## config.mk

```make
export PLATFORM = sky130hd
export DESIGN_NAME = posit_seq_master
export DESIGN_NICKNAME = d
export VERILOG_FILES = /design/src/rtl/posit_seq_pkg.sv /design/src/rtl/posit_seq_master.sv
export SDC_FILE = /design/constraint.sdc
export NUM_CORES = 1
export LEC_CHECK = 0
export CAP_MARGIN = 10
export CORE_AREA = 4 4 112 114
export CTS_CLUSTER_SIZE = 12
export DETAILED_ROUTE_END_ITERATION = 8
export DIE_AREA = 0 0 116 118
export PLACE_DENSITY = 0.9
export SETUP_SLACK_MARGIN = 0.3
export SYNTH_ARGS = -nofsm -noshare
export SYNTH_HDL_FRONTEND = slang
export SYNTH_SLANG_ARGS = --single-unit
```

## constraint.sdc

```tcl
create_clock -name clk_i -period 4 [get_ports clk_i]
set_clock_uncertainty 0.2 [all_clocks]
set_input_delay 0.8 -clock clk_i [delete_from_list [all_inputs] [get_ports clk_i]]
set_output_delay 0.8 -clock clk_i [all_outputs]
set_load 0.01 [all_outputs]
```

## src/rtl/posit_seq_pkg.sv

```systemverilog
// Shared definitions for the posit coprocessor sequencer: FSM states,
// opcode encodings and register window offsets.
package posit_seq_pkg;

  typedef enum logic [3:0] {
    ST_IDLE,
    ST_WR_A,
    ST_WT_A,
    ST_WR_B,
    ST_WT_B,
    ST_WR_OP,
    ST_WT_OP,
    ST_SETTLE,
    ST_RD,
    ST_WT_RD,
    ST_RESP
  } state_e;

  localparam logic [2:0] OP_ADD = 3'd1;
  localparam logic [2:0] OP_MUL = 3'd2;
  localparam logic [2:0] OP_DIV = 3'd3;

  localparam logic [31:0] OFF_A  = 32'd0;
  localparam logic [31:0] OFF_B  = 32'd8;
  localparam logic [31:0] OFF_OP = 32'd16;

  localparam logic [3:0] BE_ALL = 4'hF;

  // Only ADD, MUL and DIV are understood by the coprocessor.
  function automatic logic op_legal(input logic [2:0] op);
    return (op == OP_ADD) || (op == OP_MUL) || (op == OP_DIV);
  endfunction

endpackage

```

## src/rtl/posit_seq_master.sv

```systemverilog
// Sequences one posit operation on the coprocessor bus: write A, write B,
// write the opcode, wait a settle period, read the result, then hand the
// result (or an error) back on the response channel.
module posit_seq_master
  import posit_seq_pkg::*;
#(
  parameter logic [31:0] BASE_ADDR = 32'h0,
  parameter int          TIMEOUT   = 16,
  parameter int          SETTLE    = 2
) (
  input  logic        clk_i,
  input  logic        rst_i,
  input  logic        cmd_valid_i,
  output logic        cmd_ready_o,
  input  logic [2:0]  cmd_op_i,
  input  logic [31:0] cmd_a_i,
  input  logic [31:0] cmd_b_i,
  output logic        rsp_valid_o,
  input  logic        rsp_ready_i,
  output logic [31:0] rsp_data_o,
  output logic        rsp_err_o,
  output logic        bus_req_o,
  output logic        bus_we_o,
  output logic [3:0]  bus_be_o,
  output logic [31:0] bus_addr_o,
  output logic [31:0] bus_wdata_o,
  input  logic        bus_rvalid_i,
  input  logic [31:0] bus_rdata_i
);

  localparam logic [15:0] WAIT_LAST   = 16'(TIMEOUT - 1);
  localparam logic [15:0] SETTLE_LAST = 16'(SETTLE - 1);

  state_e      state_q, state_d;
  logic [2:0]  op_q, op_d;
  logic [31:0] a_q, a_d;
  logic [31:0] b_q, b_d;
  logic [15:0] cnt_q, cnt_d;
  logic [31:0] data_q, data_d;
  logic        err_q, err_d;
  logic        wait_expired;

  // The same counter serves the response wait in WT_* and the settle delay.
  assign wait_expired = (cnt_q == WAIT_LAST);

  assign rsp_data_o = data_q;
  assign rsp_err_o  = err_q;

  // Next-state, bus request and handshake decode.
  always_comb begin
    // NOTE: every output of this block is given a default first so no path
    // leaves a signal unassigned, which would otherwise infer a latch.
    state_d     = state_q;
    op_d        = op_q;
    a_d         = a_q;
    b_d         = b_q;
    cnt_d       = cnt_q;
    data_d      = data_q;
    err_d       = err_q;
    cmd_ready_o = 1'b0;
    rsp_valid_o = 1'b0;
    bus_req_o   = 1'b0;
    bus_we_o    = 1'b0;
    bus_be_o    = 4'h0;
    bus_addr_o  = 32'h0;
    bus_wdata_o = 32'h0;

    case (state_q)
      ST_IDLE: begin
        cmd_ready_o = 1'b1;
        if (cmd_valid_i) begin
          op_d  = cmd_op_i;
          a_d   = cmd_a_i;
          b_d   = cmd_b_i;
          cnt_d = 16'd0;
          if (op_legal(cmd_op_i)) begin
            state_d = ST_WR_A;
          end else begin
            data_d  = 32'h0;
            err_d   = 1'b1;
            state_d = ST_RESP;
          end
        end
      end
      ST_WR_A: begin
        bus_req_o   = 1'b1;
        bus_we_o    = 1'b1;
        bus_be_o    = BE_ALL;
        bus_addr_o  = BASE_ADDR + OFF_A;
        bus_wdata_o = a_q;
        cnt_d       = 16'd0;
        state_d     = ST_WT_A;
      end
      ST_WR_B: begin
        bus_req_o   = 1'b1;
        bus_we_o    = 1'b1;
        bus_be_o    = BE_ALL;
        bus_addr_o  = BASE_ADDR + OFF_B;
        bus_wdata_o = b_q;
        cnt_d       = 16'd0;
        state_d     = ST_WT_B;
      end
      ST_WR_OP: begin
        bus_req_o   = 1'b1;
        bus_we_o    = 1'b1;
        bus_be_o    = BE_ALL;
        bus_addr_o  = BASE_ADDR + OFF_OP;
        bus_wdata_o = {29'd0, op_q};
        cnt_d       = 16'd0;
        state_d     = ST_WT_OP;
      end
      ST_RD: begin
        bus_req_o  = 1'b1;
        bus_be_o   = BE_ALL;
        bus_addr_o = BASE_ADDR + OFF_OP;
        cnt_d      = 16'd0;
        state_d    = ST_WT_RD;
      end
      ST_WT_A, ST_WT_B, ST_WT_OP, ST_WT_RD: begin
        if (bus_rvalid_i) begin
          cnt_d = 16'd0;
          case (state_q)
            ST_WT_A:  state_d = ST_WR_B;
            ST_WT_B:  state_d = ST_WR_OP;
            ST_WT_OP: state_d = (SETTLE == 0) ? ST_RD : ST_SETTLE;
            default: begin
              data_d  = bus_rdata_i;
              err_d   = 1'b0;
              state_d = ST_RESP;
            end
          endcase
        end else if (wait_expired) begin
          data_d  = 32'h0;
          err_d   = 1'b1;
          state_d = ST_RESP;
        end else begin
          cnt_d = cnt_q + 16'd1;
        end
      end
      ST_SETTLE: begin
        if (cnt_q == SETTLE_LAST) begin
          state_d = ST_RD;
        end else begin
          cnt_d = cnt_q + 16'd1;
        end
      end
      ST_RESP: begin
        rsp_valid_o = 1'b1;
        if (rsp_ready_i) state_d = ST_IDLE;
      end
      default: state_d = ST_IDLE;
    endcase
  end

  // State and datapath registers; reset drops any transaction in flight.
  always_ff @(posedge clk_i) begin
    // NOTE: registers are updated with non-blocking assignments so every
    // flop samples the pre-edge values regardless of statement order.
    if (rst_i) begin
      state_q <= ST_IDLE;
      op_q    <= 3'd0;
      a_q     <= 32'h0;
      b_q     <= 32'h0;
      cnt_q   <= 16'd0;
      data_q  <= 32'h0;
      err_q   <= 1'b0;
    end else begin
      state_q <= state_d;
      op_q    <= op_d;
      a_q     <= a_d;
      b_q     <= b_d;
      cnt_q   <= cnt_d;
      data_q  <= data_d;
      err_q   <= err_d;
    end
  end

endmodule

```

# Yosys cells after proc, flatten, opt, wreduce, memory -nomap -nowiden
# Index checks and enable logic that the tools add are counted.
# word_totals
ff_bits,120
out_inout_bits,105
# classes
add_sub_neg,1
n_eq_ne,23
n_mux,32
n_reduce_logical,14
# op_table
cell,count
$mux 32,5
$pmux 32 s3,1
$mux 16,4
$pmux 16 s4,1
$pmux 32 s2,1
$pmux 4 s8,1
$mux 4,7
$add 16x1->16 const B,1
$eq 16x1->1 const B,1
$eq 16x4->1 const B,1
$eq 4x3->1 const B,4
$eq 4x4->1 const B,3
$pmux 4 s3,1
$ne 2x2->1 const B,5
$pmux 5 s2,1
$mux 1,9
$ne 3x3->1 const B,3
$eq 4x2->1 const B,2
$reduce_and 4->1,2
$reduce_or 4->1,2
$eq 3x2->1 const B,2
$reduce_or 3->1,2
$reduce_and 5->1,1
$eq 4x1->1 const B,1
other kinds (8),9

# Longest topological paths before layout
# Gate-level depths: netlist of the first run.
# depth
word_depth,6
mapped_depth,9
mapped_depth_nobuf,7

# Worst setup path after synthesis of the first run
# No wires, ideal clock.
# synth_timing
path_type,reg2out
start,reg state_q[0]
end,out bus_wdata_o[0]
slack_ns,1.371
n_path_buf,2
path_stages_with_launch,7
required_time_ns,3.000
arrival_time_ns,1.629
path_cell_list,dfxtp_1 > clkbuf_1 > nand2b_1 > nor3_1 > clkbuf_1 > a22oi_1 > nand2_1
# synth_between
elab_chain_cells,2
elab_cells_between_ends,4
classes_between,eq/ne (3); mux (1)
# synth_lines
item,line_no,source
from (decl),posit_seq_master.sv:34,"state_e state_q, state_d;"
from (signal assigned),posit_seq_master.sv:168,state_q <= state_d;
"$eq 4x3->1, or another cell as far along",posit_seq_master.sv:68,case (state_q)
$pmux 32 s3 (*),posit_seq_master.sv:68,
to (decl),posit_seq_master.sv:26,"output logic [31:0] bus_wdata_o,"
# Mark *: on every way between the ends. The rest lies on a longest branch, timed or not.

# Worst setup path after layout of the first run
# layout_timing
start,reg state_q[3]
end,out bus_wdata_o[2]
# Same word-level chain as after synthesis.

==> flow_metrics.py, run 1 <==
metrics = {
    "timing": {
        "worst_hold_slack_ps": 252,
        "setup_violations": 0,
        "fin_crit_sh": 0.861,
        "hold_violations": 0,
        "final.min_clock_period_ps": 3440,
        "max_freq_ghz": 0.290,
        "tightest_slew_ps": 755,
        "slew_viol_final": 0,
        "grt_setup_unrepaired": "false",
        "maxSlewHeadroom": 0.496,
        "tns_ps": 0,
    },
    "grt": {
        "grt_pass1_vias": 5033,
        "grt_max_degree": 73,
        "grt_pass1_wl_um": 24700,
        "grt_usage": 0.225,
        "grt-ovfl-total": 0,
        "antenna_found_initial": 0,
    },
    "flow_run": {
        "max_cap_violations": 0,
    },
    "floorplanning": {
        "num_io_pins": 209,
        "die_h_um": 118,
        "placementRows": 39,
        "die_w_um": 116,
        "core_um2": 11400,
        "dieArea_um2": 13700,
        "start_util": 0.471,
    },
    "logic_synthesis": {
        "ys.flop_type": "dfxtp_1",
        "yosysWarningCount": 0,
        "synth_cell_types": 58,
        "yosys.area_share.xor_xnor": 0.00326,
        "ys_ff_latch": 120,
        "synth_top_family_by_area": "compound AO/OA/AOI/OAI gates",
        "async_flop_share": 0,
        "synth_edf_count": 0,
        "syn_area_um2": 5380,
        "synthCells": 637,
        "ys_top_cells_by_area": "dfxtp_1 (45%), nand2_1 (11%), a22o_1 (10%)",
        "synth-compound-area-share": 0.247,
        "synth_top_cell_area_share": 0.447,
        "synth_area_per_cell_um2": 8.45,
        "synth_top_cell_by_area": "dfxtp_1",
        "synthAdderAreaFrac": 0.00465,
        "muxShareOfSynthArea": 0.00465,
        "ys_seq_area_frac": 0.447,
        "yosys.area_share.simple": 0.202,
    },
    "cells_and_area": {
        "layout-drive-gt1-share": 0.0746,
        "layout.nets": 897,
        "layout_common_cells": "clkdlybuf4s50_1 (177), nand2_1 (151), dfxtp_1 (118)",
        "layout_commonest_cell": "clkdlybuf4s50_1",
        "finalNonFillerCells": 947,
        "final_core_util": 0.672,
        "n_antenna_cell": 0,
        "areaGrowthSynthToFinish_pct": 42.6,
    },
    "drt": {
        "first_pass_iters": 5,
        "dr_total_vias": 5172,
        "wl_um": 15500,
        "ant_nets": 0,
        "routed_via_density": 5.46,
        "drtIter0Drc": 326,
        "drcViolationCount": 0,
        "routedWlPerCell_um": 16.4,
    },
    "worst_setup_path": {
        "end_kind": "primary output",
        "cp.arrival_ps": 2440,
        "worstSetupPathType": "reg2out",
        "path_max_fanout": 32,
        "crit_required_ps": 3000,
        "start_kind": "register",
    },
    "power_and_ir_drop": {
        "power.switching_mw": 1.38,
        "p_comb_frac": 0.277,
        "powerDensity_nw_per_um2": 561,
        "pwr-share-clk": 0.362,
        "total_power_mw": 4.30,
        "p_int_mw": 2.92,
        "total_leakage_power_nw": 2.82,
        "vdd_ir_drop_max_v": 0.000384,
        "pwr-share-seq": 0.361,
        "switching_share": 0.320,
    },
    "place": {
        "dp_cells": 915,
        "hpwlAfterDp_um": 10300,
        "numPortBuffers": 178,
        "gp_congestion": 0.872,
    },
    "hold_path": {
        "hp-class": "reg2reg",
    },
    "clock_network": {
        "cts_htree_levels": 4,
        "numCtsBuffers": 17,
        "holdBufCountCts": 0,
        "cts_setup_buffers": 0,
        "cts.sink_count": 120,
        "clk_path_buf_depth": 2,
        "root_buffer": "clkbuf_16",
        "cts_tree": "yes",
        "path_clk_slew_ps": 50,
        "clkLatencyLatePin_ps": 410,
    },
    "outcome": {
        "status": "completed",
    },
}
==> worst paths after layout <==
| check | startpoint | end | slack, ps | cells after the start |
|---|---|---|---|---|
| setup / recovery | state_q[3] | bus_wdata_o[2] | 560 | 5 |
| hold / removal | a_q[10] | a_q[10] | 250 | 2 |
| setup reg to reg | state_q[3] | rsp_data_o[27] | 1290 | 6 |
| hold reg to reg | a_q[10] | a_q[10] | 250 | 2 |
==> through the flow <==
stage	setup slack, ps	cell area (um2)
after floorplan	1370	5490
after global placement	992	7070
after CTS	436	7670
after detailed placement	917	7070
after global routing	390	7670
final	555	7670
==> power groups by stage <==
stage | Sequential, mW | Combinational, mW | Clock, mW
after floorplan | 1.50 | 0.847 | 0
after global routing | 1.58 | 1.31 | 1.64
after global placement | 1.57 | 1.16 | 0
after CTS | 1.55 | 1.19 | 1.57
final | 1.55 | 1.19 | 1.55
after detailed placement | 1.57 | 1.18 | 0
==> critical path, cell delays in order (launching register included) <==
cell and delay, ps:
dfxtp_1 810, nor3_2 110, buf_4 270, a22oi_1 240
nand2_1 80, clkdlybuf4s50_1 500
==> flip-flops by register name (all words and copies together), names as in the netlist <==
| register | flops |
|---|---|
| a_q | 32 |
| b_q | 32 |
| cnt_q | 16 |
| op_q | 3 |
| rsp_data_o | 32 |
| rsp_err_o | 1 |
| state_q | 4 |
==> cell usage after synthesis, types with 4 or more instances <==
| library cell | number |
|---|---|
| a211oi_1 | 4 |
| a21oi_1 | 84 |
| a22o_1 | 62 |
| a22oi_1 | 5 |
| buf_2 | 8 |
| buf_4 | 34 |
| clkbuf_1 | 35 |
| dfxtp_1 | 120 |
| inv_1 | 8 |
| nand2_1 | 152 |
| nand2b_1 | 7 |
| nand3_1 | 8 |
| nor2_1 | 12 |
| nor3_1 | 10 |
| nor3b_1 | 4 |
| o21ai_0 | 8 |
| o31ai_1 | 8 |
| or3_1 | 5 |
| or4_1 | 8 |
==> kinds of logic after synthesis <==
logic type | Yosys count
flops | 120
fa+ha+maj | 2
other cells | 1
mux | 2
buf+inv | 88
simple gates | 229
compound gates | 193
xor+xnor | 2
==> per-layer routing <==
layer / up-vias / GRT usage / wire [um]
met3: 21 / 0.0910 / 1640
met1: 2421 / 0.270 / 6310
met5: - / 0 / 0
li1: 2499 / - / -
met4: 0 / 0.0754 / 242
met2: 231 / 0.362 / 7320
==> layout make-up <==
type	count	area, um2
clock inverter	7	116
tap	143	179
fill	909	3750
multi-input combinational	458	2620
sequential	120	2400
inverter	8	30.0
clock buffer	25	485
timing repair buffer	186	1840
==> what timing repair did <==
item / CTS / global route
setup endpoints to repair: 0 / 32
endpoints found under the hold margin: 0 / 0
resized for setup: 0 / 2
Note: power is estimated with default switching activity, not from simulation.
==> run 2: changes to the inputs <==
CELL_PAD_IN_SITES_DETAIL_PLACEMENT = 1   (was not set)
CELL_PAD_IN_SITES_GLOBAL_PLACEMENT = 1   (was not set)
CORE_AREA = 4 4 110 112   (was 4 4 112 114)
DIE_AREA = 0 0 114 116   (was 0 0 116 118)
DONT_BUFFER_PORTS = 1   (was not set)
PLACE_DENSITY = 0.89   (was 0.9)
==> flow_metrics.py, run 2 (synthesis results as in run 1) <==
metrics = {
    "cells_and_area": {
        "finalNonFillerCells": 767,
        "layout.nets": 719,
        "layout_common_cells": "nand2_1 (151), dfxtp_1 (120), a21oi_1 (84)",
        "n_fill_cell": 1323,
        "layout_commonest_cell": "nand2_1",
        "n_antenna_cell": 0,
        "areaGrowthSynthToFinish_pct": 8.79,
        "regArea_um2": 2400,
        "multi_input_area_um2": 2620,
        "layout-drive-gt1-share": 0.0913,
    },
    "timing": {
        "grt_setup_unrepaired": "false",
        "slew_viol_final": 0,
        "fin_crit_sh": 0.805,
        "timing.final.ws_setup_ps": 781,
        "worst_hold_slack_ps": 249,
        "tns_ps": 0,
        "setup_violations": 0,
        "hold_violations": 0,
        "tightest_slew_ps": 836,
        "final.min_clock_period_ps": 3220,
        "maxSlewHeadroom": 0.442,
        "max_freq_ghz": 0.311,
    },
    "hold_path": {
        "hold_start": "a_q[9]",
        "min_to": "a_q[9]",
        "min_path_cells": 2,
        "hp-class": "reg2reg",
    },
    "worst_setup_path": {
        "critPathSlowestCell": "dfxtp_1",
        "r2r_end": "rsp_data_o[26]",
        "slowest_delay_ps": 630,
        "ff2ff_setup_slack_ps": 1250,
        "regToRegStartpoint": "state_q[3]",
        "worstSetupPathType": "reg2out",
        "cp.arrival_ps": 2220,
        "start_kind": "register",
        "crit_required_ps": 3000,
        "ff2ff_path_depth": 6,
        "crit_chain": "inv_1 > nor3b_1 > a31o_2",
        "path_max_fanout": 17,
        "end_kind": "primary output",
    },
    "drt": {
        "drcViolationCount": 0,
        "ant_nets": 0,
        "wl_um": 15000,
        "dr_total_vias": 4491,
        "routedWlPerCell_um": 19.6,
        "routed_via_density": 5.86,
        "first_pass_iters": 4,
        "drtIter0Drc": 267,
    },
    "place": {
        "hpwlAfterDp_um": 10100,
        "pre_cts_slack_ps": 1230,
        "gp_congestion": 0.798,
        "numPortBuffers": 0,
        "dp_cells": 737,
    },
    "floorplanning": {
        "core_um2": 11200,
        "die_h_um": 116,
        "start_util": 0.479,
        "die_w_um": 114,
        "num_io_pins": 209,
        "placementRows": 39,
        "dieArea_um2": 13200,
    },
    "clock_network": {
        "cts_resized": 0,
        "holdBufCountCts": 0,
        "clk_path_buf_depth": 2,
        "root_buffer": "clkbuf_16",
        "clkLatencyLatePin_ps": 420,
        "numCtsBuffers": 17,
        "cts_tree": "yes",
        "cts.sink_count": 120,
        "path_clk_slew_ps": 50,
        "cts_setup_buffers": 0,
        "cts_htree_levels": 4,
    },
    "power_and_ir_drop": {
        "total_leakage_power_nw": 2.14,
        "powerDensity_nw_per_um2": 675,
        "vdd_ir_drop_max_v": 0.000369,
        "total_power_mw": 3.95,
    },
    "flow_run": {
        "max_cap_violations": 0,
    },
    "grt": {
        "grt_max_degree": 84,
        "grt-ovfl-total": 0,
        "grt_pass1_wl_um": 23700,
        "grt_usage": 0.226,
        "grt_pass1_vias": 4764,
        "antenna_found_initial": 0,
    },
    "outcome": {
        "status": "completed",
    },
}
-- run 2: changes by cell type in the layout (fill, tap and decap cells not counted), sizes merged --
cell / before / now
clkinvlp: 1 / 2
buf: 9 / 8
clkdlybuf4s50: 177 / 0
bufinv: 3 / 2
clkbuf: 25 / 22
clkinv: 3 / 4
-- run 2: power by group --
group          switching [mW]  internal [mW]  leakage [nW]
clock                   0.525          0.938         0.272
combinational           0.636          0.295         0.888
sequential              0.174           1.38         0.976
-- run 2: metal layers --
layer	routed length, um	vias up	global-route usage	share of wire
li1	-	2139	-	-
met1	5750	2183	0.243	0.38
met2	7670	149	0.397	0.51
met3	1380	20	0.100	0.092
met4	214	0	0.0744	0.014
met5	0	-	0	0
-- run 2: worst max-delay path by stage --
stage	startpoint	to	slack (ps)	cells after the start
finish	state_q[0]	bus_be_o[0]	780	3
global route	state_q[0]	bus_be_o[2]	590	3
CTS	state_q[0]	bus_be_o[0]	790	3
detailed placement	state_q[0]	bus_be_o[0]	1230	3
global placement	state_q[0]	bus_be_o[0]	1290	3
floorplan	state_q[0]	bus_wdata_o[0]	1370	6
-- run 2: through the flow --
stage          instance area, um2   util
3_3_place_gp                 5290  0.471
2_1_floorplan                5490      -
4_1_cts                      5850  0.522
5_1_grt                      5850  0.522
3_5_place_dp                 5290  0.471
6_report                     5850  0.522
-- run 2: worst max-delay path: cells and delay by family (launching register included) --
family / cells / cell delay (ps)
compound gates: 1 / 400
flops: 1 / 630
buf+inv: 1 / 210
simple gates: 1 / 550
-- run 2: cell type report --
type                            count  share of cell area
Multi-Input combinational cell    458               0.447
Sequential cell                   120               0.410
Clock buffer                       22              0.0793
Tap cell                          143              0.0306
Clock inverter                      8              0.0169
Timing Repair Buffer                8              0.0103
Inverter                            8             0.00513
